===== config.mk =====
export PLATFORM = sky130hd
export DESIGN_NAME = image_loader_flat
export DESIGN_NICKNAME = d
export VERILOG_FILES = /design/src/rtl/image_loader_pkg.sv /design/src/rtl/image_loader_if.sv /design/src/rtl/image_loader_uart_rx_8n1.sv /design/src/rtl/image_loader.sv /design/src/flat_wrapper.sv
export SDC_FILE = /design/constraint.sdc
export NUM_CORES = 1
export LEC_CHECK = 0
export BUFFER_PORTS_ARGS = -buffer_cell sky130_fd_sc_hd__clkbuf_2
export CORE_AREA = 2 2 149 151
export DETAILED_ROUTE_END_ITERATION = 7
export DIE_AREA = 0 0 151 153
export GPL_TIMING_DRIVEN = 0
export PLACE_DENSITY = 0.76
export SYNTH_ARGS = -nofsm -noshare
export SYNTH_HDL_FRONTEND = slang
export SYNTH_SLANG_ARGS = --single-unit
export TNS_END_PERCENT = 100

===== constraint.sdc =====
create_clock -name clk -period 6.1 [get_ports clk]
set_input_delay 0.915 -clock clk [delete_from_list [all_inputs] [get_ports clk]]
set_output_delay 0.915 -clock clk [all_outputs]
set_load 0.03 [all_outputs]

===== src/rtl/image_loader_pkg.sv =====
// Shared definitions for the image loader and the processor datapath that
// consumes the loaded image: bus widths and state encodings.
package image_loader_pkg;

   localparam int ADDR_W = 19;  // pixel address into the input image memory
   localparam int DIM_W  = 12;  // image height / width
   localparam int DATA_W = 8;   // pixel data and UART byte

   // Loader control states; HDR0..LOAD count as busy.
   typedef enum logic [2:0] {
      HDR0  = 3'd0,
      HDR1  = 3'd1,
      HDR2  = 3'd2,
      HDR3  = 3'd3,
      CHECK = 3'd4,
      LOAD  = 3'd5,
      DONE  = 3'd6,
      ERR   = 3'd7
   } state_t;

   // Serial receiver phases.
   typedef enum logic [1:0] {
      RX_IDLE  = 2'd0,
      RX_START = 2'd1,
      RX_DATA  = 2'd2,
      RX_STOP  = 2'd3
   } rx_state_t;

endpackage


===== src/rtl/image_loader_if.sv =====
// Write port into the input image memory (MI). The loader drives it as
// master; the memory (or a bench monitor) observes it as slave.
interface image_loader_if;
   import image_loader_pkg::*;

   logic              MI_wr;
   logic [ADDR_W-1:0] MI_wr_add;
   logic [DATA_W-1:0] MI_wr_data;

   modport master (output MI_wr, output MI_wr_add, output MI_wr_data);
   modport slave  (input  MI_wr, input  MI_wr_add, input  MI_wr_data);
endinterface


===== src/rtl/image_loader_uart_rx_8n1.sv =====
// 8N1 UART receiver: two-flop synchroniser, falling-edge start detection,
// mid-bit sampling, one-cycle byte_valid or frame_err_pulse per frame.
module uart_rx_8n1
   import image_loader_pkg::*;
#(
   parameter int CLKS_PER_BIT = 434
) (
   input  logic              clk,
   input  logic              rst_n,
   input  logic              rx,
   output logic [DATA_W-1:0] byte_out,
   output logic              byte_valid,
   output logic              frame_err_pulse
);

   localparam int CNT_W = $clog2(CLKS_PER_BIT + 1);
   localparam logic [CNT_W-1:0] BIT_LAST  = CNT_W'(CLKS_PER_BIT - 1);
   localparam logic [CNT_W-1:0] HALF_LAST = CNT_W'(CLKS_PER_BIT / 2 - 1);

   logic              rx_meta, rx_sync, rx_prev;
   rx_state_t         rx_state, rx_state_nxt;
   logic [CNT_W-1:0]  clk_cnt, clk_cnt_nxt;
   logic [2:0]        bit_idx, bit_idx_nxt;
   logic [DATA_W-1:0] shift, shift_nxt;
   logic [DATA_W-1:0] byte_nxt;
   logic              valid_nxt, ferr_nxt;

   // Synchronise the line; flops reset high (idle) so reset release never looks like a start bit.
   always_ff @(posedge clk or negedge rst_n) begin
      if (!rst_n) begin
         rx_meta <= 1'b1;
         rx_sync <= 1'b1;
         rx_prev <= 1'b1;
      end else begin
         // NOTE: sequential state always uses <=, so every flop samples pre-edge values regardless of statement order.
         rx_meta <= rx;
         rx_sync <= rx_meta;
         rx_prev <= rx_sync;
      end
   end

   // Receiver state and datapath registers.
   always_ff @(posedge clk or negedge rst_n) begin
      if (!rst_n) begin
         rx_state        <= RX_IDLE;
         clk_cnt         <= '0;
         bit_idx         <= '0;
         shift           <= '0;
         byte_out        <= '0;
         byte_valid      <= 1'b0;
         frame_err_pulse <= 1'b0;
      end else begin
         rx_state        <= rx_state_nxt;
         clk_cnt         <= clk_cnt_nxt;
         bit_idx         <= bit_idx_nxt;
         shift           <= shift_nxt;
         byte_out        <= byte_nxt;
         byte_valid      <= valid_nxt;
         frame_err_pulse <= ferr_nxt;
      end
   end

   // Bit timing: confirm start at half a bit, then sample each bit one bit-time apart.
   always_comb begin
      // NOTE: every combinational output gets a default first so no path leaves it unassigned (no latch).
      rx_state_nxt = rx_state;
      clk_cnt_nxt  = clk_cnt + 1'b1;
      bit_idx_nxt  = bit_idx;
      shift_nxt    = shift;
      byte_nxt     = byte_out;
      valid_nxt    = 1'b0;
      ferr_nxt     = 1'b0;
      unique case (rx_state)
         RX_IDLE: begin
            clk_cnt_nxt = '0;
            if (rx_prev && !rx_sync) rx_state_nxt = RX_START;
         end
         RX_START: begin
            if (clk_cnt == HALF_LAST) begin
               clk_cnt_nxt  = '0;
               bit_idx_nxt  = '0;
               rx_state_nxt = rx_sync ? RX_IDLE : RX_DATA;  // glitch: back to idle
            end
         end
         RX_DATA: begin
            if (clk_cnt == BIT_LAST) begin
               clk_cnt_nxt = '0;
               shift_nxt   = {rx_sync, shift[DATA_W-1:1]};  // LSB first
               bit_idx_nxt = bit_idx + 1'b1;
               if (bit_idx == 3'd7) rx_state_nxt = RX_STOP;
            end
         end
         RX_STOP: begin
            if (clk_cnt == BIT_LAST) begin
               clk_cnt_nxt  = '0;
               rx_state_nxt = RX_IDLE;
               if (rx_sync) begin
                  byte_nxt  = shift;
                  valid_nxt = 1'b1;
               end else begin
                  ferr_nxt  = 1'b1;
               end
            end
         end
         default: rx_state_nxt = RX_IDLE;
      endcase
   end

endmodule


===== src/rtl/image_loader.sv =====
// Image loader: receives a 4-byte header (H, W, 12 bits each) over UART,
// validates H*W, then writes H*W pixel bytes into the input image memory.
module image_loader
   import image_loader_pkg::*;
#(
   parameter int CLKS_PER_BIT = 434,
   parameter int MAX_PIXELS   = 262144
) (
   input  logic             clk,
   input  logic             rst_n,
   input  logic             uart_rx,
   input  logic             restart,
   image_loader_if.master   mem,
   output logic [DIM_W-1:0] img_h,
   output logic [DIM_W-1:0] img_w,
   output logic             busy,
   output logic             done,
   output logic             err,
   output logic             frame_err
);

   localparam int AREA_W = 2 * DIM_W;
   localparam logic [AREA_W-1:0] MAX_AREA = AREA_W'(MAX_PIXELS);

   state_t            state, state_nxt;
   logic [DATA_W-1:0] rx_byte;
   logic              rx_valid, rx_ferr;
   logic [ADDR_W-1:0] pix_cnt, last_addr;
   logic [AREA_W-1:0] area;
   logic              restart_ok;

   uart_rx_8n1 #(.CLKS_PER_BIT(CLKS_PER_BIT)) u_rx (
      .clk             (clk),
      .rst_n           (rst_n),
      .rx              (uart_rx),
      .byte_out        (rx_byte),
      .byte_valid      (rx_valid),
      .frame_err_pulse (rx_ferr)
   );

   assign area       = AREA_W'(img_h) * AREA_W'(img_w);
   assign restart_ok = restart && (state == DONE || state == ERR);
   assign busy       = (state != DONE) && (state != ERR);
   assign done       = (state == DONE);
   assign err        = (state == ERR);

   // State register.
   always_ff @(posedge clk or negedge rst_n) begin
      if (!rst_n) state <= HDR0;
      else        state <= state_nxt;
   end

   // Next state: header bytes, size check, load until the last address is written.
   always_comb begin
      state_nxt = state;
      unique case (state)
         HDR0:    if (rx_valid) state_nxt = HDR1;
         HDR1:    if (rx_valid) state_nxt = HDR2;
         HDR2:    if (rx_valid) state_nxt = HDR3;
         HDR3:    if (rx_valid) state_nxt = CHECK;
         CHECK:   state_nxt = (area == '0 || area > MAX_AREA) ? ERR : LOAD;
         LOAD:    if (mem.MI_wr && mem.MI_wr_add == last_addr) state_nxt = DONE;
         DONE,
         ERR:     if (restart) state_nxt = HDR0;
         default: state_nxt = HDR0;
      endcase
   end

   // Datapath: header capture, pixel writes, sticky frame error.
   always_ff @(posedge clk or negedge rst_n) begin
      if (!rst_n) begin
         mem.MI_wr      <= 1'b0;
         mem.MI_wr_add  <= '0;
         mem.MI_wr_data <= '0;
         img_h          <= '0;
         img_w          <= '0;
         pix_cnt        <= '0;
         last_addr      <= '0;
         frame_err      <= 1'b0;
      end else begin
         mem.MI_wr <= 1'b0;
         if (restart_ok)   frame_err <= 1'b0;
         else if (rx_ferr) frame_err <= 1'b1;
         if (state == CHECK) begin
            pix_cnt   <= '0;
            last_addr <= ADDR_W'(area - 1'b1);  // area bounded by MAX_PIXELS, so no wrap
         end
         if (rx_valid) begin
            unique case (state)
               HDR0: img_h      <= {rx_byte[3:0], 8'h00};
               HDR1: img_h[7:0] <= rx_byte;
               HDR2: img_w      <= {rx_byte[3:0], 8'h00};
               HDR3: img_w[7:0] <= rx_byte;
               LOAD: begin
                  mem.MI_wr      <= 1'b1;
                  mem.MI_wr_add  <= pix_cnt;
                  mem.MI_wr_data <= rx_byte;
                  pix_cnt        <= pix_cnt + 1'b1;
               end
               default: ;  // CHECK, DONE, ERR: byte ignored
            endcase
         end
      end
   end

endmodule


===== src/flat_wrapper.sv =====
// flat-port wrapper written by rule: the top's interface ports become plain ports
module image_loader_flat import image_loader_pkg::*;
#(
   parameter int CLKS_PER_BIT = 434,
   parameter int MAX_PIXELS   = 262144
)
  (clk, rst_n, uart_rx, restart, img_h, img_w, busy, done, err, frame_err, mem_MI_wr, mem_MI_wr_add, mem_MI_wr_data);
  image_loader_if mem_i ();
  input  logic clk;
  input  logic rst_n;
  input  logic uart_rx;
  input  logic restart;
  output logic [DIM_W-1:0] img_h;
  output logic [DIM_W-1:0] img_w;
  output logic busy;
  output logic done;
  output logic err;
  output logic frame_err;
  output wire logic [$bits(mem_i.MI_wr)-1:0] mem_MI_wr;
  output wire logic [$bits(mem_i.MI_wr_add)-1:0] mem_MI_wr_add;
  output wire logic [$bits(mem_i.MI_wr_data)-1:0] mem_MI_wr_data;
  assign mem_MI_wr = mem_i.MI_wr;
  assign mem_MI_wr_add = mem_i.MI_wr_add;
  assign mem_MI_wr_data = mem_i.MI_wr_data;
  image_loader #(.CLKS_PER_BIT(CLKS_PER_BIT), .MAX_PIXELS(MAX_PIXELS)) u_core (.clk(clk), .rst_n(rst_n), .uart_rx(uart_rx), .restart(restart), .mem(mem_i), .img_h(img_h), .img_w(img_w), .busy(busy), .done(done), .err(err), .frame_err(frame_err));
endmodule

==> run_summary.xml, run 1 <==
<?xml version="1.0" encoding="UTF-8"?>
<metrics>
  <group name="status">
    <metric name="run_status" unit="">complete, no violations</metric>
  </group>
  <group name="yosys">
    <metric name="syn-num-nets" unit="">1311</metric>
    <metric name="synth-warning-count" unit="">0</metric>
    <metric name="synthesis.area" unit="sq um">10530</metric>
    <metric name="synth_seq_cells" unit="">129</metric>
    <metric name="ys_async_sr_fraction" unit="%">100.0</metric>
    <metric name="syn_area_per_cell" unit="sq um">9.251</metric>
    <metric name="synth_enable_flop_cells" unit="">0</metric>
    <metric name="yosysUniqueCellTypes" unit="">61</metric>
    <metric name="synth_seq_area_share" unit="%">30.70</metric>
    <metric name="synth_flop_cell" unit="">dfrtp_1</metric>
    <metric name="instance_count_of_the_mapped_netlist" unit="">1138</metric>
  </group>
  <group name="worst_setup_path">
    <metric name="type_of_element_capturing_the_critical_path" unit="">flop</metric>
    <metric name="crit_family" unit="">adder cells</metric>
    <metric name="cp_slowest_stage_delay" unit="ps">580</metric>
    <metric name="cp_data_required_time" unit="ps">6410</metric>
    <metric name="worstReg2RegEnd" unit="">u_core.state[1]$_DFFE_PN0P_</metric>
    <metric name="critical-path-top-cell-by-count" unit="">fa_1</metric>
    <metric name="worst_r2r_path_depth" unit="">23</metric>
    <metric name="crit_path_cell_trace" unit="">buf_8 &gt; and2_1 &gt; fa_1 &gt; inv_1 &gt; fa_1 &gt; inv_2 &gt; fa_1 &gt; fa_1 &gt; inv_1 &gt; fa_1 &gt; inv_2 &gt; ha_4 &gt; buf_6 &gt; a2111oi_4 &gt; buf_4 &gt; a21oi_1 &gt; nand2_1 &gt; xnor2_2 &gt; or4_4 &gt; nand4b_4 &gt; xnor2_4 &gt; a221oi_2 &gt; o21ai_2</metric>
    <metric name="crit_arrival" unit="ps">6360</metric>
    <metric name="kind_of_critical_path" unit="">flop to flop</metric>
    <metric name="worst-r2r-setup-slack" unit="ps">50</metric>
    <metric name="crit-reg2reg-launch" unit="">u_core.img_w[7]$_DFFE_PN0P_</metric>
    <metric name="cp.buffers_inverters" unit="">7</metric>
    <metric name="critPathLaunchType" unit="">flop</metric>
    <metric name="timing.critical_path.slowest_stage_cell" unit="">or4_4</metric>
    <metric name="critPathMaxFanout" unit="">6</metric>
  </group>
  <group name="grt">
    <metric name="grt_first_pass_wirelength" unit="microns">41420</metric>
    <metric name="grtUsageTotal" unit="%">22.86</metric>
    <metric name="grt_max_degree" unit="">104</metric>
    <metric name="grt_antenna_before_repair" unit="">0</metric>
    <metric name="number_of_global_route_vias_before_repair" unit="">8133</metric>
    <metric name="gr_ovfl_total" unit="">0</metric>
  </group>
  <group name="place">
    <metric name="preCtsSetupSlack" unit="ps">-488.1</metric>
    <metric name="placed_area" unit="sq um">11220</metric>
    <metric name="port-buffer-count" unit="">59</metric>
    <metric name="dp_hpwl" unit="microns">18650</metric>
    <metric name="gp_congestion" unit="">0.8913</metric>
  </group>
  <group name="cells_and_area">
    <metric name="area.sequential" unit="sq um">3252</metric>
    <metric name="layout_common_cells" unit="">242 x nand2_1, 133 x inv_1, 110 x dfrtp_1</metric>
    <metric name="multiInputGateArea" unit="sq um">6716</metric>
    <metric name="mostFrequentLayoutCell" unit="">nand2_1</metric>
    <metric name="postLayoutCellArea" unit="sq um">12240</metric>
    <metric name="syn2layout_area_growth" unit="%">16.27</metric>
    <metric name="n_antenna_cell" unit="">0</metric>
    <metric name="n_fill_cell" unit="">1859</metric>
    <metric name="finish.net_count" unit="">1406</metric>
    <metric name="fraction_of_final_layout_cells_with_drive_strength_greater_than_1" unit="%">16.29</metric>
  </group>
  <group name="detailed_routing">
    <metric name="residual_drc" unit="">0</metric>
    <metric name="detail_route.first_pass.iterations" unit="">6</metric>
    <metric name="route.detailed.vias_per_inst" unit="">5.364</metric>
    <metric name="postRouteWirelength" unit="microns">24980</metric>
    <metric name="starting_drt_drc_count" unit="">688</metric>
    <metric name="drtAntennaViolNets" unit="">0</metric>
    <metric name="via_count" unit="">8186</metric>
    <metric name="drt-wirelength-per-cell" unit="microns">16.37</metric>
  </group>
  <group name="sta">
    <metric name="fmaxAchievable" unit="MHz">165.3</metric>
    <metric name="relSlewSlack" unit="%">56.16</metric>
    <metric name="final_setup_skew" unit="ps">19.20</metric>
    <metric name="tightestPinTransition" unit="ps">657.6</metric>
    <metric name="post-route-period-util" unit="%">99.18</metric>
    <metric name="number_of_pins_exceeding_their_max_slew_limit_in_the_final_report" unit="">0</metric>
    <metric name="holdWs" unit="ps">358.2</metric>
    <metric name="finalCriticalPeriod" unit="ps">6050</metric>
    <metric name="final_worst_path_setup_slack" unit="ps">50.03</metric>
    <metric name="rsz0062_at_grt" unit="">true</metric>
    <metric name="final_setup_violation_count" unit="">0</metric>
    <metric name="hold_violations" unit="">0</metric>
  </group>
  <group name="floorplanning">
    <metric name="std_cell_rows" unit="">54</metric>
    <metric name="placeableCoreArea" unit="sq um">21490</metric>
    <metric name="width_of_the_die" unit="microns">151</metric>
    <metric name="floorplan.die_area" unit="sq um">23100</metric>
    <metric name="floorplan.io_pins" unit="">60</metric>
    <metric name="initial_core_util" unit="%">49.00</metric>
    <metric name="die_y" unit="microns">153</metric>
  </group>
  <group name="power">
    <metric name="worst_vdd_rail_ir_drop" unit="uV">258.5</metric>
    <metric name="power_per_cell_area" unit="nW/um^2">192.9</metric>
    <metric name="leakage" unit="nW">6.307</metric>
  </group>
  <group name="min_path">
    <metric name="min_delay_path_class" unit="">primary input to asynchronous set/reset pin</metric>
  </group>
  <group name="cts">
    <metric name="number_of_h_tree_levels" unit="">4</metric>
    <metric name="clk_pin_slew_worst_paths" unit="ps">70</metric>
    <metric name="cts-buffers-inserted" unit="">17</metric>
    <metric name="tritoncts" unit="">built</metric>
    <metric name="clock_insertion_delay_worst_skew" unit="ps">430</metric>
    <metric name="numClockSinks" unit="">129</metric>
    <metric name="cts-root-buf" unit="">clkbuf_16</metric>
    <metric name="cts.path.max_buffers" unit="">2</metric>
  </group>
  <group name="flow_run">
    <metric name="maxCapViolCount" unit="">0</metric>
  </group>
</metrics>
where the power goes:
group | switching (mW) | total [mW] | internal (mW) | leakage (nW)
clock network | 0.408 | 1.06 | 0.649 | 0.294
logic | 0.164 | 0.284 | 0.120 | 4.30
registers | 0.0728 | 1.02 | 0.947 | 1.71
total | 0.646 | 2.36 | 1.72 | 6.31
cells in the mapped netlist, types with 6 or more instances:
cell type  count  share of area (%)
inv_1        135                4.8
mux2_2        24                2.6
a31oi_1        8               0.48
o21ai_0       49                2.3
a21oi_1       19               0.90
and3_1         7               0.42
and2_1        68                4.0
o31ai_1        6               0.43
nor2b_1        6               0.36
nor3_1        10               0.48
nor2_1        48                1.7
nand4_1       10               0.59
clkbuf_1      41                1.5
ha_1          69                8.2
dfrtp_1      126                 30
nand3_1       26                1.2
fa_1         100                 19
xnor2_1       40                3.3
nand2_1      242                8.6
xor2_1        21                1.7
sequential cells by signal (all words and copies together), names as in the netlist, named ones only:
register and flops:
u_core.frame_err 1, u_core.img_h 12, u_core.img_w 12, u_core.last_addr 19, u_core.mem.MI_wr 1, u_core.mem.MI_wr_add 19, u_core.mem.MI_wr_data 8, u_core.pix_cnt 19
u_core.state 3, u_core.u_rx.bit_idx 3, u_core.u_rx.byte_out 8, u_core.u_rx.byte_valid 1, u_core.u_rx.clk_cnt 9, u_core.u_rx.frame_err_pulse 1, u_core.u_rx.rx_meta 1, u_core.u_rx.rx_prev 1
u_core.u_rx.rx_state 1, u_core.u_rx.rx_sync 1, u_core.u_rx.shift 8
worst max path at each step:
stage | slack (ps) | to | cells past startpoint | start
2_1_floorplan | 3 | u_core.state[1]$_DFFE_PN0P_ | 21 | u_core.img_h[7]$_DFFE_PN0P_
3_3_place_gp | -450 | u_core.state[1]$_DFFE_PN0P_ | 21 | u_core.img_h[3]$_DFFE_PN0P_
3_5_place_dp | -490 | u_core.state[1]$_DFFE_PN0P_ | 21 | u_core.img_h[1]$_DFFE_PN0P_
4_1_cts | 3 | u_core.state[1]$_DFFE_PN0P_ | 22 | u_core.img_w[7]$_DFFE_PN0P_
5_1_grt | -160 | u_core.state[1]$_DFFE_PN0P_ | 20 | u_core.img_h[3]$_DFFE_PN0P_
6_report | 50 | u_core.state[1]$_DFFE_PN0P_ | 23 | u_core.img_w[7]$_DFFE_PN0P_
cell type report:
cell class              count  share of cell area [%]
clock buffers              18                   3.506
multi-input cells         826                   54.87
repair buffers             81                   4.099
flip-flops and latches    129                   26.57
inverters                 135                   4.140
plain buffers              43                   2.494
well taps                 280                   2.862
clock inverters            14                   1.462
stage by stage:
stage / total power, mW / util, % / setup TNS [ps] / instances
floorplan: 1.225 / - / 0 / 1138
global placement: 1.299 / 52.06 / -1273 / 1477
detailed placement: 1.313 / 52.23 / -1498 / 1478
CTS: 2.371 / 55.81 / 0 / 1510
global route: 2.465 / 56.97 / -174.3 / 1526
finish: 2.362 / 56.97 / 0 / 1526
layer usage:
layer / vias to the layer above / track usage (%) / part of all wire (%)
met2: 250 / 36.39 / 49
met1: 4053 / 31.47 / 43
li1: 3835 / - / -
met3: 48 / 3.910 / 4.8
met4: 0 / 8.500 / 2.6
met5: - / 0 / 0
what timing repair did:
| action | in CTS | in global routing |
|---|---|---|
| hold buffers | 0 | 0 |
| buffers inserted | 4 | 17 |
| gates resized for setup | 46 | 33 |
| hold endpoints to repair | 0 | 0 |
| endpoints found under the setup margin | 5 | 4 |
| pin swaps | 10 | 18 |
cell families after synthesis:
group | after synthesis | share of synthesized area (%)
AOI/OAI and AO/OA | 126 | 7.975
xor gates and xnor gates | 62 | 5.229
adders and majority gates | 169 | 27.22
buffers and inverters | 183 | 6.620
DFF | 129 | 30.70
muxes | 28 | 2.947
and+or+nand+nor | 441 | 19.31
Note: power is estimated with default switching activity, not from simulation.
==> inputs of run 2 (changes only) <==
--- a/config.mk
+++ b/config.mk
@@ -6,11 +6,13 @@
 export NUM_CORES = 1
 export LEC_CHECK = 0
 export BUFFER_PORTS_ARGS = -buffer_cell sky130_fd_sc_hd__clkbuf_2
-export CORE_AREA = 2 2 149 151
+export CELL_PAD_IN_SITES_DETAIL_PLACEMENT = 0
+export CELL_PAD_IN_SITES_GLOBAL_PLACEMENT = 1
+export CORE_AREA = 2 2 158 160
 export DETAILED_ROUTE_END_ITERATION = 7
-export DIE_AREA = 0 0 151 153
+export DIE_AREA = 0 0 160 162
 export GPL_TIMING_DRIVEN = 0
-export PLACE_DENSITY = 0.76
+export PLACE_DENSITY = 0.84
 export SYNTH_ARGS = -nofsm -noshare
 export SYNTH_HDL_FRONTEND = slang
 export SYNTH_SLANG_ARGS = --single-unit
==> run 2 against run 1 <==
First-iteration DRC count down 41%. Die area up 12%. Non-clock buffer count up 7. Sequential share of layout area down 0.24 points. Register-to-register slack better by 60 ps. Setup slack better by 56 ps. Highest routed layer unchanged.
==> run_summary.xml, run 2 (same netlist as run 1, synthesis figures left out) <==
<?xml version="1.0" encoding="UTF-8"?>
<metrics>
  <group name="power">
    <metric name="net_switching_share_of_the_total_power" unit="%">27.17</metric>
    <metric name="worst_vdd_rail_ir_drop" unit="uV">274.0</metric>
    <metric name="power_per_cell_area" unit="nW/um^2">190.4</metric>
    <metric name="power.switching" unit="mW">0.6396</metric>
    <metric name="leakage" unit="nW">6.374</metric>
    <metric name="internal_power" unit="mW">1.714</metric>
    <metric name="logic_pwr_share" unit="%">11.9</metric>
    <metric name="total_power" unit="mW">2.354</metric>
    <metric name="power.clock.fraction" unit="%">44.7</metric>
    <metric name="p_seq_share" unit="%">43.4</metric>
  </group>
  <group name="detailed_routing">
    <metric name="drt-met1-wl" unit="microns">11640</metric>
    <metric name="starting_drt_drc_count" unit="">407</metric>
    <metric name="detailroute.wirelength.met2" unit="microns">12440</metric>
    <metric name="via_count" unit="">7992</metric>
    <metric name="postRouteWirelength" unit="microns">25100</metric>
    <metric name="detail_route.first_pass.iterations" unit="">4</metric>
    <metric name="dr_wl_met3" unit="microns">547</metric>
    <metric name="drt-wirelength-per-cell" unit="microns">15.91</metric>
    <metric name="route.detailed.vias_per_inst" unit="">5.068</metric>
    <metric name="residual_drc" unit="">0</metric>
    <metric name="drtAntennaViolNets" unit="">0</metric>
    <metric name="topRoutingLayerUsed" unit="">met4</metric>
  </group>
  <group name="floorplanning">
    <metric name="width_of_the_die" unit="microns">160</metric>
    <metric name="die_y" unit="microns">162</metric>
    <metric name="floorplan.die_area" unit="sq um">25920</metric>
    <metric name="initial_core_util" unit="%">43.67</metric>
    <metric name="floorplan.io_pins" unit="">60</metric>
    <metric name="std_cell_rows" unit="">57</metric>
    <metric name="placeableCoreArea" unit="sq um">24110</metric>
  </group>
  <group name="cts">
    <metric name="clk_pin_slew_worst_paths" unit="ps">60</metric>
    <metric name="cts-buffers-inserted" unit="">17</metric>
    <metric name="number_of_h_tree_levels" unit="">4</metric>
    <metric name="cts.path.max_buffers" unit="">2</metric>
    <metric name="clock_insertion_delay_worst_skew" unit="ps">420</metric>
    <metric name="tritoncts" unit="">built</metric>
    <metric name="numClockSinks" unit="">129</metric>
    <metric name="cts-root-buf" unit="">clkbuf_16</metric>
    <metric name="cts_hold_buf" unit="">0</metric>
  </group>
  <group name="min_path">
    <metric name="min_delay_path_class" unit="">flop to flop</metric>
  </group>
  <group name="cells_and_area">
    <metric name="mostFrequentLayoutCell" unit="">nand2_1</metric>
    <metric name="n_fill_cell" unit="">2283</metric>
    <metric name="syn2layout_area_growth" unit="%">17.41</metric>
    <metric name="layout_common_cells" unit="">242 x nand2_1, 134 x inv_1, 108 x dfrtp_1</metric>
    <metric name="final_core_utilization" unit="%">51.28</metric>
    <metric name="n_antenna_cell" unit="">0</metric>
    <metric name="fraction_of_final_layout_cells_with_drive_strength_greater_than_1" unit="%">16.84</metric>
    <metric name="finish.net_count" unit="">1413</metric>
    <metric name="top_registers" unit="">u_core.last_addr: 19 flops, u_core.mem.MI_wr_add: 19 flops, u_core.pix_cnt: 19 flops</metric>
  </group>
  <group name="grt">
    <metric name="grtUsageTotal" unit="%">20.35</metric>
    <metric name="grt_first_pass_wirelength" unit="microns">42000</metric>
    <metric name="gr_ovfl_total" unit="">0</metric>
    <metric name="grt_antenna_before_repair" unit="">0</metric>
    <metric name="number_of_global_route_vias_before_repair" unit="">8149</metric>
    <metric name="grt_max_degree" unit="">83</metric>
  </group>
  <group name="flow_run">
    <metric name="maxCapViolCount" unit="">0</metric>
  </group>
  <group name="sta">
    <metric name="holdWs" unit="ps">355.5</metric>
    <metric name="finalCriticalPeriod" unit="ps">5994</metric>
    <metric name="number_of_pins_exceeding_their_max_slew_limit_in_the_final_report" unit="">0</metric>
    <metric name="hold_violations" unit="">0</metric>
    <metric name="final_setup_skew" unit="ps">11.70</metric>
    <metric name="tightestPinTransition" unit="ps">679.7</metric>
    <metric name="rsz0062_at_grt" unit="">true</metric>
    <metric name="final_setup_violation_count" unit="">0</metric>
    <metric name="relSlewSlack" unit="%">54.69</metric>
    <metric name="totalNegativeSetupSlack" unit="ps">0</metric>
    <metric name="fmaxAchievable" unit="MHz">166.8</metric>
    <metric name="post-route-period-util" unit="%">98.26</metric>
  </group>
  <group name="worst_setup_path">
    <metric name="worst-r2r-setup-slack" unit="ps">110</metric>
    <metric name="cp.buffers_inverters" unit="">6</metric>
    <metric name="crit_path_cell_trace" unit="">clkbuf_8 &gt; nand2_1 &gt; fa_1 &gt; fa_1 &gt; inv_2 &gt; fa_1 &gt; fa_1 &gt; inv_1 &gt; fa_1 &gt; inv_1 &gt; ha_1 &gt; buf_6 &gt; a2111oi_4 &gt; a211oi_2 &gt; buf_4 &gt; a21oi_4 &gt; xnor2_2 &gt; or4_4 &gt; nand4b_4 &gt; xnor2_4 &gt; a221oi_2 &gt; o21ai_2</metric>
    <metric name="critPathMaxFanout" unit="">10</metric>
    <metric name="crit_arrival" unit="ps">6290</metric>
    <metric name="cp_slowest_stage_delay" unit="ps">580</metric>
    <metric name="crit_family" unit="">adder cells</metric>
    <metric name="type_of_element_capturing_the_critical_path" unit="">flop</metric>
    <metric name="critPathLaunchType" unit="">flop</metric>
    <metric name="critical-path-top-cell-by-count" unit="">fa_1</metric>
    <metric name="cp_data_required_time" unit="ps">6400</metric>
    <metric name="timing.critical_path.slowest_stage_cell" unit="">or4_4</metric>
    <metric name="kind_of_critical_path" unit="">flop to flop</metric>
  </group>
  <group name="place">
    <metric name="port-buffer-count" unit="">59</metric>
    <metric name="gp_congestion" unit="">0.8341</metric>
    <metric name="dp_hpwl" unit="microns">19180</metric>
  </group>
  <group name="status">
    <metric name="run_status" unit="">complete, no violations</metric>
  </group>
</metrics>
## run 2: what timing repair did
item,4_1_cts,5_1_grt
pin swaps,7,16
setup buffers,6,21
resized for setup,53,37
setup endpoints to repair,5,4
## run 2: power by group through the flow
stage	Clock, mW	Sequential (mW)	Combinational (mW)
finish	1.05	1.02	0.281
global route	1.11	1.03	0.320
CTS	1.07	1.02	0.284
detailed placement	0	1.04	0.280
global placement	0	1.03	0.272
floorplan	0	1.02	0.208
## run 2: area by class of cell
cell class / instances / area [sq um] / area share [%]
Buffer: 44 / 332.8 / 2.693
Inverter: 135 / 506.7 / 4.100
Tap cell: 324 / 405.4 / 3.280
Sequential cell: 129 / 3254 / 26.33
Multi-Input combinational cell: 826 / 6713 / 54.31
Clock buffer: 17 / 425.4 / 3.442
Timing Repair Buffer: 87 / 539.3 / 4.363
Clock inverter: 15 / 183.9 / 1.488
## run 2: path summary, 6_finish.rpt
check                                                    to                     startpoint  cells after the start
min in group asynchronous  u_core.u_rx.clk_cnt[7]$_DFF_PN0_                          rst_n                      1
hold / removal                u_core.u_rx.rx_sync$_DFF_PN1_  u_core.u_rx.rx_meta$_DFF_PN1_                      0
hold reg to reg               u_core.u_rx.rx_sync$_DFF_PN1_  u_core.u_rx.rx_meta$_DFF_PN1_                      0
setup reg to reg                u_core.state[1]$_DFFE_PN0P_    u_core.img_h[0]$_DFFE_PN0P_                     22
setup / recovery                u_core.state[1]$_DFFE_PN0P_    u_core.img_h[0]$_DFFE_PN0P_                     22
max in group asynchronous       u_core.img_h[2]$_DFFE_PN0P_                          rst_n                      2
## run 2: worst reg2reg max path: cells and delay by family, from the launching register on
kind,cells,cell delay (ps)
adders and majority gates,6,2760
AOI/OAI and AO/OA,5,910
and+or+nand+nor,3,900
buffers and inverters,6,620
DFF,1,430
xor gates and xnor gates,2,250
## run 2: per-stage QoR
step           instance area [sq um]  worst slack, ps  std cells
6_report                       12360            106.1       1577
5_1_grt                        12360           -113.4       1577
4_1_cts                        12100            4.346       1557
3_5_place_dp                   11280           -490.1       1522
3_3_place_gp                   11240           -465.9       1521
2_1_floorplan                  10540            3.347       1138
## run 2: metal layers
metal	GRT usage [%]	vias up
li1	-	3853
met1	27.55	4007
met2	34.16	97
met3	3.090	35
met4	5.979	0
met5	0	-
